===== src/rtl/regbank_ctx_ctrl.sv =====
// Shadow-register context controller: tracks registers written during an ISR
// and copies their main-context values back into the shadow bank on return.
module regbank_ctx_ctrl #(
  parameter int REG_NUM    = 32,
  parameter int DATA_WIDTH = 64,
  localparam int AW        = $clog2(REG_NUM)
) (
  input  logic                  clk,
  input  logic                  reset,
  input  logic                  irq_req,
  input  logic                  irq_ret,
  input  logic                  cpu_we,
  input  logic [AW-1:0]         cpu_waddr,
  input  logic [DATA_WIDTH-1:0] cpu_wdata,
  input  logic [AW-1:0]         cpu_raddr_a,
  input  logic [DATA_WIDTH-1:0] bank_rdata_a,
  output logic                  bank_we,
  output logic [AW-1:0]         bank_waddr,
  output logic [DATA_WIDTH-1:0] bank_wdata,
  output logic [AW-1:0]         bank_raddr_a,
  output logic                  interrupt,
  output logic                  irq_ack,
  output logic                  stall,
  output logic [AW:0]           dirty_count,
  output logic [1:0]            state_dbg
);

  typedef enum logic [1:0] {
    IDLE   = 2'd0,
    ISR    = 2'd1,
    RST_RD = 2'd2,
    RST_WR = 2'd3
  } state_t;

  localparam logic [REG_NUM-1:0] ONE = REG_NUM'(1);

  state_t                state;
  logic [REG_NUM-1:0]    dirty;
  logic [REG_NUM-1:0]    dirty_nxt;
  logic [REG_NUM-1:0]    mark;
  logic [AW-1:0]         restore_idx;
  logic [AW-1:0]         hold_idx;
  logic [DATA_WIDTH-1:0] hold_data;

  function automatic logic [AW-1:0] lowest_set(input logic [REG_NUM-1:0] v);
    logic [AW-1:0] r;
    r = '0;
    for (int i = REG_NUM - 1; i >= 0; i--) begin
      if (v[i]) r = AW'(i);
    end
    return r;
  endfunction

  function automatic logic [AW:0] popcount(input logic [REG_NUM-1:0] v);
    logic [AW:0] r;
    r = '0;
    for (int i = 0; i < REG_NUM; i++) begin
      r = r + (AW+1)'(v[i]);
    end
    return r;
  endfunction

  assign state_dbg   = state;
  assign restore_idx = lowest_set(dirty);

  // Only ISR writebacks to non-zero registers touch the shadow context.
  always_comb begin
    mark = '0;
    if (state == ISR && cpu_we && cpu_waddr != '0) mark = ONE << cpu_waddr;
  end

  always_comb begin
    dirty_nxt = dirty;
    case (state)
      ISR:     dirty_nxt = dirty | mark;
      RST_WR:  dirty_nxt = dirty & ~(ONE << hold_idx);
      default: dirty_nxt = dirty;
    endcase
    dirty_nxt[0] = 1'b0;
  end

  // While restoring, the bank ports belong to the restore engine and any CPU
  // writeback is simply dropped.
  always_comb begin
    bank_we      = cpu_we;
    bank_waddr   = cpu_waddr;
    bank_wdata   = cpu_wdata;
    bank_raddr_a = cpu_raddr_a;
    case (state)
      RST_RD: begin
        bank_we      = 1'b0;
        bank_waddr   = hold_idx;
        bank_wdata   = hold_data;
        bank_raddr_a = restore_idx;
      end
      RST_WR: begin
        bank_we      = 1'b1;
        bank_waddr   = hold_idx;
        bank_wdata   = hold_data;
        bank_raddr_a = restore_idx;
      end
      default: ;
    endcase
  end

  always_ff @(posedge clk or negedge reset) begin
    if (!reset) begin
      state       <= IDLE;
      dirty       <= '0;
      hold_idx    <= '0;
      hold_data   <= '0;
      interrupt   <= 1'b0;
      irq_ack     <= 1'b0;
      stall       <= 1'b0;
      dirty_count <= '0;
    end else begin
      dirty       <= dirty_nxt;
      dirty_count <= popcount(dirty_nxt);
      irq_ack     <= 1'b0;
      case (state)
        IDLE: begin
          if (irq_req) begin
            state     <= ISR;
            interrupt <= 1'b1;
            irq_ack   <= 1'b1;
          end
        end
        ISR: begin
          // irq_req is deliberately not looked at here: no nesting.
          if (irq_ret) begin
            interrupt <= 1'b0;
            if (dirty_nxt != '0) begin
              state <= RST_RD;
              stall <= 1'b1;
            end else begin
              state <= IDLE;
            end
          end
        end
        RST_RD: begin
          hold_idx  <= restore_idx;
          hold_data <= bank_rdata_a;
          state     <= RST_WR;
        end
        RST_WR: begin
          if (dirty_nxt != '0) begin
            state <= RST_RD;
          end else begin
            state <= IDLE;
            stall <= 1'b0;
          end
        end
        default: state <= IDLE;
      endcase
    end
  end

endmodule


===== config.mk =====
export PLATFORM = sky130hd
export DESIGN_NAME = regbank_ctx_ctrl
export DESIGN_NICKNAME = d
export VERILOG_FILES = /design/src/rtl/regbank_ctx_ctrl.sv
export SDC_FILE = /design/constraint.sdc
export NUM_CORES = 1
export LEC_CHECK = 0
export CAP_MARGIN = 10
export CORE_MARGIN = 2
export CORE_UTILIZATION = 64
export DETAILED_ROUTE_END_ITERATION = 7
export DONT_BUFFER_PORTS = 1
export HOLD_SLACK_MARGIN = 0.06
export PLACE_DENSITY = 0.77
export SLEW_MARGIN = 20
export SYNTH_ARGS = -nofsm -noshare
export SYNTH_HDL_FRONTEND = slang
export SYNTH_SLANG_ARGS = --single-unit

===== constraint.sdc =====
create_clock -name clk -period 6.46 [get_ports clk]
set_clock_uncertainty 0.2 [all_clocks]
set_input_delay 0.646 -clock clk [delete_from_list [all_inputs] [get_ports clk]]
set_output_delay 0.646 -clock clk [all_outputs]
set_load 0.01 [all_outputs]

Word-level counts from Yosys, hierarchy flattened
Cells that the tools add are included.

storage, ports and cells
  flip-flop bits (word level) = 111
  bits of input ports = 143
  output and inout bits = 86
  logic and storage cells = 111

cells by class
  add/sub/neg operators = 30
  equality and inequality tests = 7
  shift-type cells = 2
  multiplexer cells = 50
  bitwise logic cells = 3
  reductions and logical operators = 11

operator list
  operator              number
  $mux 5                33
  $add 6x1->6           25
  $mux 64               1
  $pmux 32 s2           1
  $shl 1x5->32 const A  2
  $and 32x32->32        1
  $mux 32               1
  $not 32->32           1
  $or 32x32->32         1
  $reduce_bool 32->1    1
  $pmux 2 s4            1
  $mux 1                7
  $add 5x1->6           1
  $mux 2                3
  $ne 2x2->1 const B    3
  $pmux 1 s2            3
  $add 4x1->5           1
  $reduce_bool 5->1     1
  $add 3x1->4           1
  $eq 2x2->1 const B    2
  $reduce_and 4->1      1
  $reduce_bool 2->1     2
  $add 2x1->3           1
  $reduce_and 3->1      1
  7 further kinds       8

Logic depth before layout (Yosys ltp)
Gate-level depths: netlist (run 1).

  depth after elaboration = 36
  gate-level depth with buffers = 22
  mapped depth without buffers = 20

Least setup slack after synthesis (run 1)
No wires, ideal clock.

  path type = input port to flip-flop
  from = input port cpu_waddr[0]
  to = register dirty_count[4]
  library setup time = 80 ps
  arrival time = 5605 ps
  data required time = 6180 ps
  setup slack = 575 ps
  stages = 21
  path buffers = 1
  cell sequence = clkbuf_1 -> nor3b_1 -> a31oi_1 -> nor2_1 -> inv_1 -> fa_1 -> fa_1 -> inv_1 -> fa_1 -> inv_1 -> fa_1 -> fa_1 -> fa_1 -> inv_1 -> fa_1 -> inv_1 -> fa_1 -> inv_1 -> a21o_1 -> a21oi_1 -> xnor2_1

on the way
  elaborated cells between the ends (all ways) = 36
  those cells by class = add/sub: 30; shift: 1; mux: 2; bitwise: 1; reduce/logical: 2

RTL lines
  element                       line  text
  start: declaration            13    input logic [AW-1:0] cpu_waddr,
  $reduce_bool 5->1             69    if (state == ISR && cpu_we && cpu_waddr != '0) mark = ONE << cpu_waddr;
  $logic_and 1x1->1             69
  $mux 32 *                     69
  $or 32x32->32 *               75    ISR: dirty_nxt = dirty | mark;
  $pmux 32 s2 *                 74    case (state)
  net dirty_nxt[20]             39    logic [REG_NUM-1:0] dirty_nxt;
  $add 6x1->6 * (12 in series)  58    r = r + (AW+1)'(v[i]);
  end signal: assignment        118   dirty_count <= popcount(dirty_nxt);
  end: declaration              24    output logic [AW:0] dirty_count,

The timed path passes the listed nets; every way through them passes the cells marked *.
A chain may end at the register's enable or synchronous reset.

==> results of run 1 <==
stage by stage:
step                hold WS [ns]  power, mW  cells  cell area [um2]
finish                     0.174       2.73    839             6800
global route               0.163       2.99    839             6800
CTS                        0.166       2.73    839             6800
detailed placement         0.152       2.34    821             6590
global placement           0.152       2.28    821             6590
floorplan                  0.150       2.02    712             6510
metal layers:
layer  routed length [um]  track usage (%)
met5                    0                0
met4                  634             12.8
met3                 1380             7.55
met2                 8640             53.2
met1                 7030             43.1
registers in the layout, summed over array words and instances, names as in the netlist, named ones only:
register,cells
hold_data,64
dirty,31
dirty_count,6
hold_idx,5
interrupt,1
irq_ack,1
stall,1
state_dbg,1
worst max-delay path by stage:
stage | start | to | slack, ns | depth (start not counted)
finish | flip-flop | dirty_count[4]$_DFF_PN0_ | 0.34 | 19
global route | flip-flop | dirty_count[4]$_DFF_PN0_ | 0.12 | 18
floorplan | cpu_waddr[0] | dirty_count[4]$_DFF_PN0_ | 0.58 | 21
CTS | flip-flop | dirty_count[4]$_DFF_PN0_ | 0.37 | 19
global placement | cpu_waddr[0] | dirty_count[4]$_DFF_PN0_ | 0.43 | 20
detailed placement | cpu_waddr[0] | dirty_count[4]$_DFF_PN0_ | 0.35 | 20
where the power goes:
| group | switching, mW | total [mW] | internal [mW] |
|---|---|---|---|
| combinational | 0.821 | 1.43 | 0.614 |
| sequential | 0.109 | 0.922 | 0.813 |
| clock | 0.225 | 0.378 | 0.153 |
| total | 1.16 | 2.73 | 1.58 |
synth_stat cells (3+ instances only):
| master | n |
|---|---|
| sky130_fd_sc_hd__a21oi_1 | 19 |
| sky130_fd_sc_hd__a31oi_1 | 11 |
| sky130_fd_sc_hd__buf_1 | 7 |
| sky130_fd_sc_hd__buf_2 | 9 |
| sky130_fd_sc_hd__buf_6 | 4 |
| sky130_fd_sc_hd__clkbuf_1 | 12 |
| sky130_fd_sc_hd__dfrtp_1 | 111 |
| sky130_fd_sc_hd__fa_1 | 23 |
| sky130_fd_sc_hd__ha_1 | 8 |
| sky130_fd_sc_hd__inv_1 | 52 |
| sky130_fd_sc_hd__mux2_2 | 73 |
| sky130_fd_sc_hd__nand2_1 | 212 |
| sky130_fd_sc_hd__nand3_1 | 7 |
| sky130_fd_sc_hd__nand3b_1 | 6 |
| sky130_fd_sc_hd__nor2_1 | 36 |
| sky130_fd_sc_hd__nor2b_1 | 3 |
| sky130_fd_sc_hd__nor3_1 | 11 |
| sky130_fd_sc_hd__nor3b_1 | 3 |
| sky130_fd_sc_hd__nor4_1 | 13 |
| sky130_fd_sc_hd__o21ai_0 | 20 |
| sky130_fd_sc_hd__o21ai_1 | 16 |
| sky130_fd_sc_hd__o22ai_1 | 5 |
| sky130_fd_sc_hd__o31ai_1 | 5 |
| sky130_fd_sc_hd__or3_1 | 3 |
| sky130_fd_sc_hd__xnor2_1 | 3 |
cells by family (layout without fill, tap and decap cells):
logic type / count (synthesis) / after routing / share of synthesized area, %
simple gates: 314 / 314 / 21.6
flops: 111 / 111 / 42.6
compound gates: 91 / 91 / 8.22
buf+inv: 89 / 83 / 5.88
mux: 73 / 73 / 12.6
fa+ha+maj: 31 / 31 / 8.61
xor+xnor: 3 / 3 / 0.403
cell type report:
| cell class | count | area (um2) |
|---|---|---|
| sequential | 111 | 2780 |
| multi-input combinational | 512 | 3360 |
| clock inverter | 2 | 16.3 |
| tap | 133 | 166 |
| timing repair buffer | 12 | 113 |
| clock buffer | 14 | 153 |
| fill | 771 | 3020 |
| inverter | 55 | 206 |
==> out/metrics.yaml, run 1 <==
avgViaCountPerCell: 6.18
setup_slack_ns: 0.344
critPathMaxStageDelay_ns: 0.56
crit_slowest_cell: "sky130_fd_sc_hd__dfrtp_4"
cap_viol_max_count: 0
area_delta_synth_final_pct: 4.38
number_of_nets_with_antenna_violations_after_detailed_routing: 0
crit_top_cell: "sky130_fd_sc_hd__fa_1"
rows: 36
grt_max_degree: 112
grt_pass1_vias: 5211
drt-wirelength-per-cell_um: 21.1
timing.critical_path.arrival_ns: 6.22
initial_core_utilization_pct: 66.3
synth-edff-count: 0
timing_max_transition_violations_final: 0
timing.final.crit_period_ns: 6.12
status: "complete, no violations"
layout_worst_path_cycle_share_pct: 94.7
synth_cell_type_count: 56
clock_latency_ns: 0.37
setup_repair_after_global_routing_missed_its_margin: "false"
max_slew_margin_pct: 34.4
antenna_found_initial: 0
yosysWarnings: 0
synth_ff_type: "sky130_fd_sc_hd__dfrtp_1"
worst_r2r_path_depth: 19
fp.dieArea_um2: 11000
tritoncts: "done"
cp.buffers_inverters: 5
fmax_mhz: 163
synth_top_area_share_pct: 42.6
final-hold-violation-count: 0
highest_count_cells_in_the_layout_ignoring_fill_and_taps: "211 x sky130_fd_sc_hd__nand2_1, 110 x sky130_fd_sc_hd__dfrtp_1, 73 x sky130_fd_sc_hd__mux2_2, 52 x sky130_fd_sc_hd__inv_1, 35 x sky130_fd_sc_hd__nor2_1"
synth_top_cells_by_area: "sky130_fd_sc_hd__dfrtp_1 43%, sky130_fd_sc_hd__mux2_2 13%, sky130_fd_sc_hd__nand2_1 12%, sky130_fd_sc_hd__fa_1 7.1%, sky130_fd_sc_hd__inv_1 3.0%"
final_layout_size_suffix_gt1_share_pct: 15.6
cts_setup_buffers: 0
post_synthesis_area_per_instance_um2: 9.15
synthArstFlopShare_pct: 100
detail_route.wirelength_um: 17700
sequential_area_share_after_synthesis_pct: 42.6
worst_path_dominant_cell_family: "adder cells"
post-synth-top-area-cell: "sky130_fd_sc_hd__dfrtp_1"
die_extent_in_x_um: 105
grt_util_all_layers_pct: 32.8
place_hpwl_um: 13600
post_synth_instance_area_um2: 6510
report.final.setup_viol: 0
final_nets: 875
placement.setup.worst_slack_ns: 0.350
tightest_slew_ns: 0.983
whs_endpoint: "hold_data[60]$_DFFE_PN0P_"
drc: 0
drt_first_iter_violations: 445
number_of_buffers_inserted_by_port_buffering: 0
clockBufferDepth: 2
final_core_utilization_pct: 69.2
clock_tree.htree_level_count: 3
final.setup.tns_ns: 0
die_y_um: 105
largest_fanout_on_the_critical_path: 12
core_area_um2: 9820
sum_of_overflow_across_all_layers_after_global_routing: 0
min_path_type: "in -> reg"
crit_type: "reg -> reg"
pin_count: 229
cts.repair.resized: 0
vdd.ir_drop.worst_v: 0.00117
critical_path_required_ns: 6.56
postSynthCellCount: 712
synth_nets: 886
p_leak_nw: 3.31
worstPathCellList: "and4bb_1 > nand2_1 > o31ai_1 > buf_4 > fa_1 > inv_1 > fa_1 > fa_1 > fa_1 > fa_1 > fa_1 > inv_1 > fa_1 > inv_1 > fa_1 > inv_1 > a21o_1 > a21oi_1 > xnor2_1"
timing.hold.worst_path_depth: 2
worst_r2r_endpoint: "dirty_count[4]$_DFF_PN0_"
tritoncts.num_buffers: 9
clock-root-buffer: "sky130_fd_sc_hd__clkbuf_8"
holdCritStartpoint: "bank_rdata_a[60]"
timing.critical_path.from_type: "flip-flop"
worst_setup_hold_path_clk_slew_ns: 0.10
detailedRoute.firstPassIterationCount: 6
power.density_nw_per_um2: 402
layout.cells.most_common: "sky130_fd_sc_hd__nand2_1"
worst_setup_path_end_kind: "flip-flop"
routability_congestion_estimate: 1.03
vias: 5186
antennaDiodeCount: 0
regToRegSetupSlack_ns: 0.34
count_of_clock_tree_sinks: 111
yosys_register_bits: 111
wire_length_of_the_first_global_routing_pass_um: 27900
cts.hold.buffers_added: 2
Power figures use the tool's default switching activity.
==> run 2, diff against run 1 <==
Settings changed: CORE_MARGIN 2 to default.
==> run 2 against run 1 <==
Hold slack got worse by 0.012 ns; global-route usage decreased by 0.37 points; total power increased by 1.5%; via count increased by 0.54%; critical path type unchanged; highest routed layer unchanged.
==> out/metrics.yaml, run 2 (synthesized netlist as in run 1, its figures left out) <==
clock-root-buffer: "sky130_fd_sc_hd__clkbuf_8"  # unchanged
crit_slowest_cell: "sky130_fd_sc_hd__dfrtp_4"  # unchanged
report.final.setup_viol: 0  # unchanged
pwr-share-clk_pct: 14.7  # was 13.8%
detailedRoute.firstPassIterationCount: 5  # was 6
routability_congestion_estimate: 0.969  # was 1.03
drt-wirelength-per-cell_um: 20.4  # was 21.1 um
vias: 5214  # was 5186
fp.dieArea_um2: 10600  # was 11000 um2
worstPathCellList: "and4bb_1 > nand2_1 > o21ai_1 > inv_1 > fa_1 > fa_1 > inv_1 > fa_1 > inv_1 > fa_1 > fa_1 > fa_1 > inv_1 > fa_1 > inv_1 > fa_1 > inv_1 > a21o_1 > a21oi_1 > xnor2_1"  # was and4bb_1 > nand2_1 > o31ai_1 > buf_4 > fa_1 > inv_1 > fa_1 > fa_1 > fa_1 > fa_1 > fa_1 > inv_1 > fa_1 > inv_1 > fa_1 > inv_1 > a21o_1 > a21oi_1 > xnor2_1
worst_setup_path_end_kind: "flip-flop"  # unchanged
clockBufferDepth: 2  # unchanged
number_of_nets_with_antenna_violations_after_detailed_routing: 0  # unchanged
grt_util_all_layers_pct: 32.4  # was 32.8%
pin_count: 229  # unchanged
largest_fanout_on_the_critical_path: 6  # was 12
critical_path_required_ns: 6.57  # was 6.56 ns
place_area_um2: 6590  # about the same
worst_r2r_path_depth: 20  # was 19
cap_viol_max_count: 0  # unchanged
antenna_found_initial: 0  # unchanged
detail_route.wirelength_um: 17100  # was 17700 um
registers.top_by_ff_count: "hold_data"  # unchanged
power_report.internal_total_mw: 1.61  # was 1.58 mW
status: "complete, no violations"  # unchanged
highest_count_cells_in_the_layout_ignoring_fill_and_taps: "211 x sky130_fd_sc_hd__nand2_1, 110 x sky130_fd_sc_hd__dfrtp_1, 73 x sky130_fd_sc_hd__mux2_2, 52 x sky130_fd_sc_hd__inv_1, 35 x sky130_fd_sc_hd__nor2_1"  # unchanged
final_nets: 874  # was 875
timing.hold.worst_path_depth: 2  # unchanged
combinationalPowerShare_pct: 52.0  # was 52.5%
core_area_um2: 9820  # unchanged
fmax_mhz: 164  # was 163 MHz
clock_latency_ns: 0.38  # was 0.37 ns
crit_top_cell: "sky130_fd_sc_hd__fa_1"  # unchanged
antennaDiodeCount: 0  # unchanged
critPathMaxStageDelay_ns: 0.52  # was 0.56 ns
area_delta_synth_final_pct: 4.71  # was 4.38%
vdd.ir_drop.worst_v: 0.00108  # was 0.00117 V
post-place-cells: 820  # was 821
tritoncts.num_buffers: 9  # unchanged
number_of_buffers_inserted_by_port_buffering: 0  # unchanged
largest_register_ff_count: 64  # unchanged
sum_of_overflow_across_all_layers_after_global_routing: 0  # unchanged
tritoncts: "done"  # unchanged
crit_type: "reg -> reg"  # unchanged
p_leak_nw: 3.32  # was 3.31 nW
setup_repair_after_global_routing_missed_its_margin: "false"  # unchanged
drt_first_iter_violations: 323  # was 445
die_y_um: 103  # was 105 um
max_slew_margin_pct: 28.3  # was 34.4%
largest_registers: "hold_data x64, dirty x31, dirty_count x6"  # unchanged
timing.critical_path.arrival_ns: 6.20  # was 6.22 ns
tightest_slew_ns: 1.05  # was 0.983 ns
final.setup.tns_ns: 0  # unchanged
final_layout_size_suffix_gt1_share_pct: 16.0  # was 15.6%
timing.final.crit_period_ns: 6.09  # was 6.12 ns
final-hold-violation-count: 0  # unchanged
wire_length_of_the_first_global_routing_pass_um: 25000  # was 27900 um
die_extent_in_x_um: 103  # was 105 um
power.density_nw_per_um2: 407  # was 402 nW/um2
clock_tree.htree_level_count: 3  # unchanged
grt_pass1_vias: 4808  # was 5211
avgViaCountPerCell: 6.22  # was 6.18
finalInstanceArea_um2: 6820  # was 6800 um2
layout.cells.most_common: "sky130_fd_sc_hd__nand2_1"  # unchanged
min_path_type: "in -> reg"  # unchanged
placement.setup.worst_slack_ns: 0.273  # was 0.350 ns
layout.cells.non_filler: 838  # was 839
grt_max_degree: 112  # unchanged
worst_setup_hold_path_clk_slew_ns: 0.10  # about the same
timing.critical_path.from_type: "flip-flop"  # unchanged
p_seq_share_pct: 33.2  # was 33.7%
place_hpwl_um: 13100  # was 13600 um
drc: 0  # unchanged
power.switching_mw: 1.17  # was 1.16 mW
timing_max_transition_violations_final: 0  # unchanged
initial_core_utilization_pct: 66.3  # unchanged
power.share.switching_pct: 42.1  # was 42.2%
layout_worst_path_cycle_share_pct: 94.2  # was 94.7%
rows: 36  # unchanged
setup_slack_ns: 0.372  # was 0.344 ns
count_of_clock_tree_sinks: 111  # unchanged
-- run 2: cell count changes in the layout (fill, tap and decap cells not counted) --
cell and delta:
sky130_fd_sc_hd__buf_4 -2, sky130_fd_sc_hd__clkinv_2 +3, sky130_fd_sc_hd__bufinv_16 +1, sky130_fd_sc_hd__o31ai_2 +1
sky130_fd_sc_hd__clkbuf_1 -3, sky130_fd_sc_hd__buf_6 +1, sky130_fd_sc_hd__clkbuf_8 -1, sky130_fd_sc_hd__o31ai_1 -1
-- run 2: timing repair --
item,4_1_cts,5_1_grt
setup buffers,0,0
hold buffers,2,0
setup endpoints to repair,0,1
hold endpoints to repair,111,0
gates resized for setup,0,2
-- run 2: worst paths after layout --
kind / from / slack, ns / endpoint
worst min register to register: hold_data[29]$_DFFE_PN0P_ / 0.28 / hold_data[29]$_DFFE_PN0P_
worst max register to register: flip-flop / 0.37 / dirty_count[4]$_DFF_PN0_
min in group asynchronous: reset / 0.68 / dirty[20]$_DFF_PN0_
worst max-delay path: flip-flop / 0.37 / dirty_count[4]$_DFF_PN0_
max in group asynchronous: reset / 4.91 / asynchronous set/reset pin
worst min-delay path: bank_rdata_a[57] / 0.16 / hold_data[57]$_DFFE_PN0P_
-- run 2: per-layer routing --
metal	routed length, um	vias up	track usage (%)
li1	-	2337	-
met3	1510	39	9.15
met5	0	-	0
met1	6620	2561	40.6
met4	559	0	15.1
met2	8400	277	52.5
-- run 2: power groups by stage --
stage	sequential [mW]	clock, mW	combinational [mW]
final	0.923	0.409	1.44
after detailed placement	0.932	0	1.42
after CTS	0.919	0.419	1.44
after floorplan	0.886	0	1.13
after global placement	0.925	0	1.31
after global routing	0.936	0.444	1.65
-- run 2: critical path, delay by kind of cell, from the launching register on --
kind / cells / cell delay [ns]
fa+ha+maj: 8 / 3.44
simple gates: 2 / 0.66
compound gates: 3 / 0.65
flops: 1 / 0.52
buf+inv: 6 / 0.40
xor+xnor: 1 / 0.13
-- run 2: area by class of cell --
class | instances | area (um2)
multi-input combinational | 512 | 3370
timing repair buffer | 11 | 109
inverter | 55 | 206
fill | 793 | 3000
clock inverter | 6 | 61.3
sequential | 111 | 2780
clock buffer | 10 | 128
tap | 133 | 166
-- run 2: stage by stage --
step           utilization [%]  total power, mW  hold WS [ns]
5_1_grt                   69.5             3.03         0.140
4_1_cts                   69.4             2.78         0.145
6_report                  69.5             2.78         0.161
3_3_place_gp              67.1             2.23         0.152
3_5_place_dp              67.1             2.36         0.152
2_1_floorplan                -             2.02         0.150
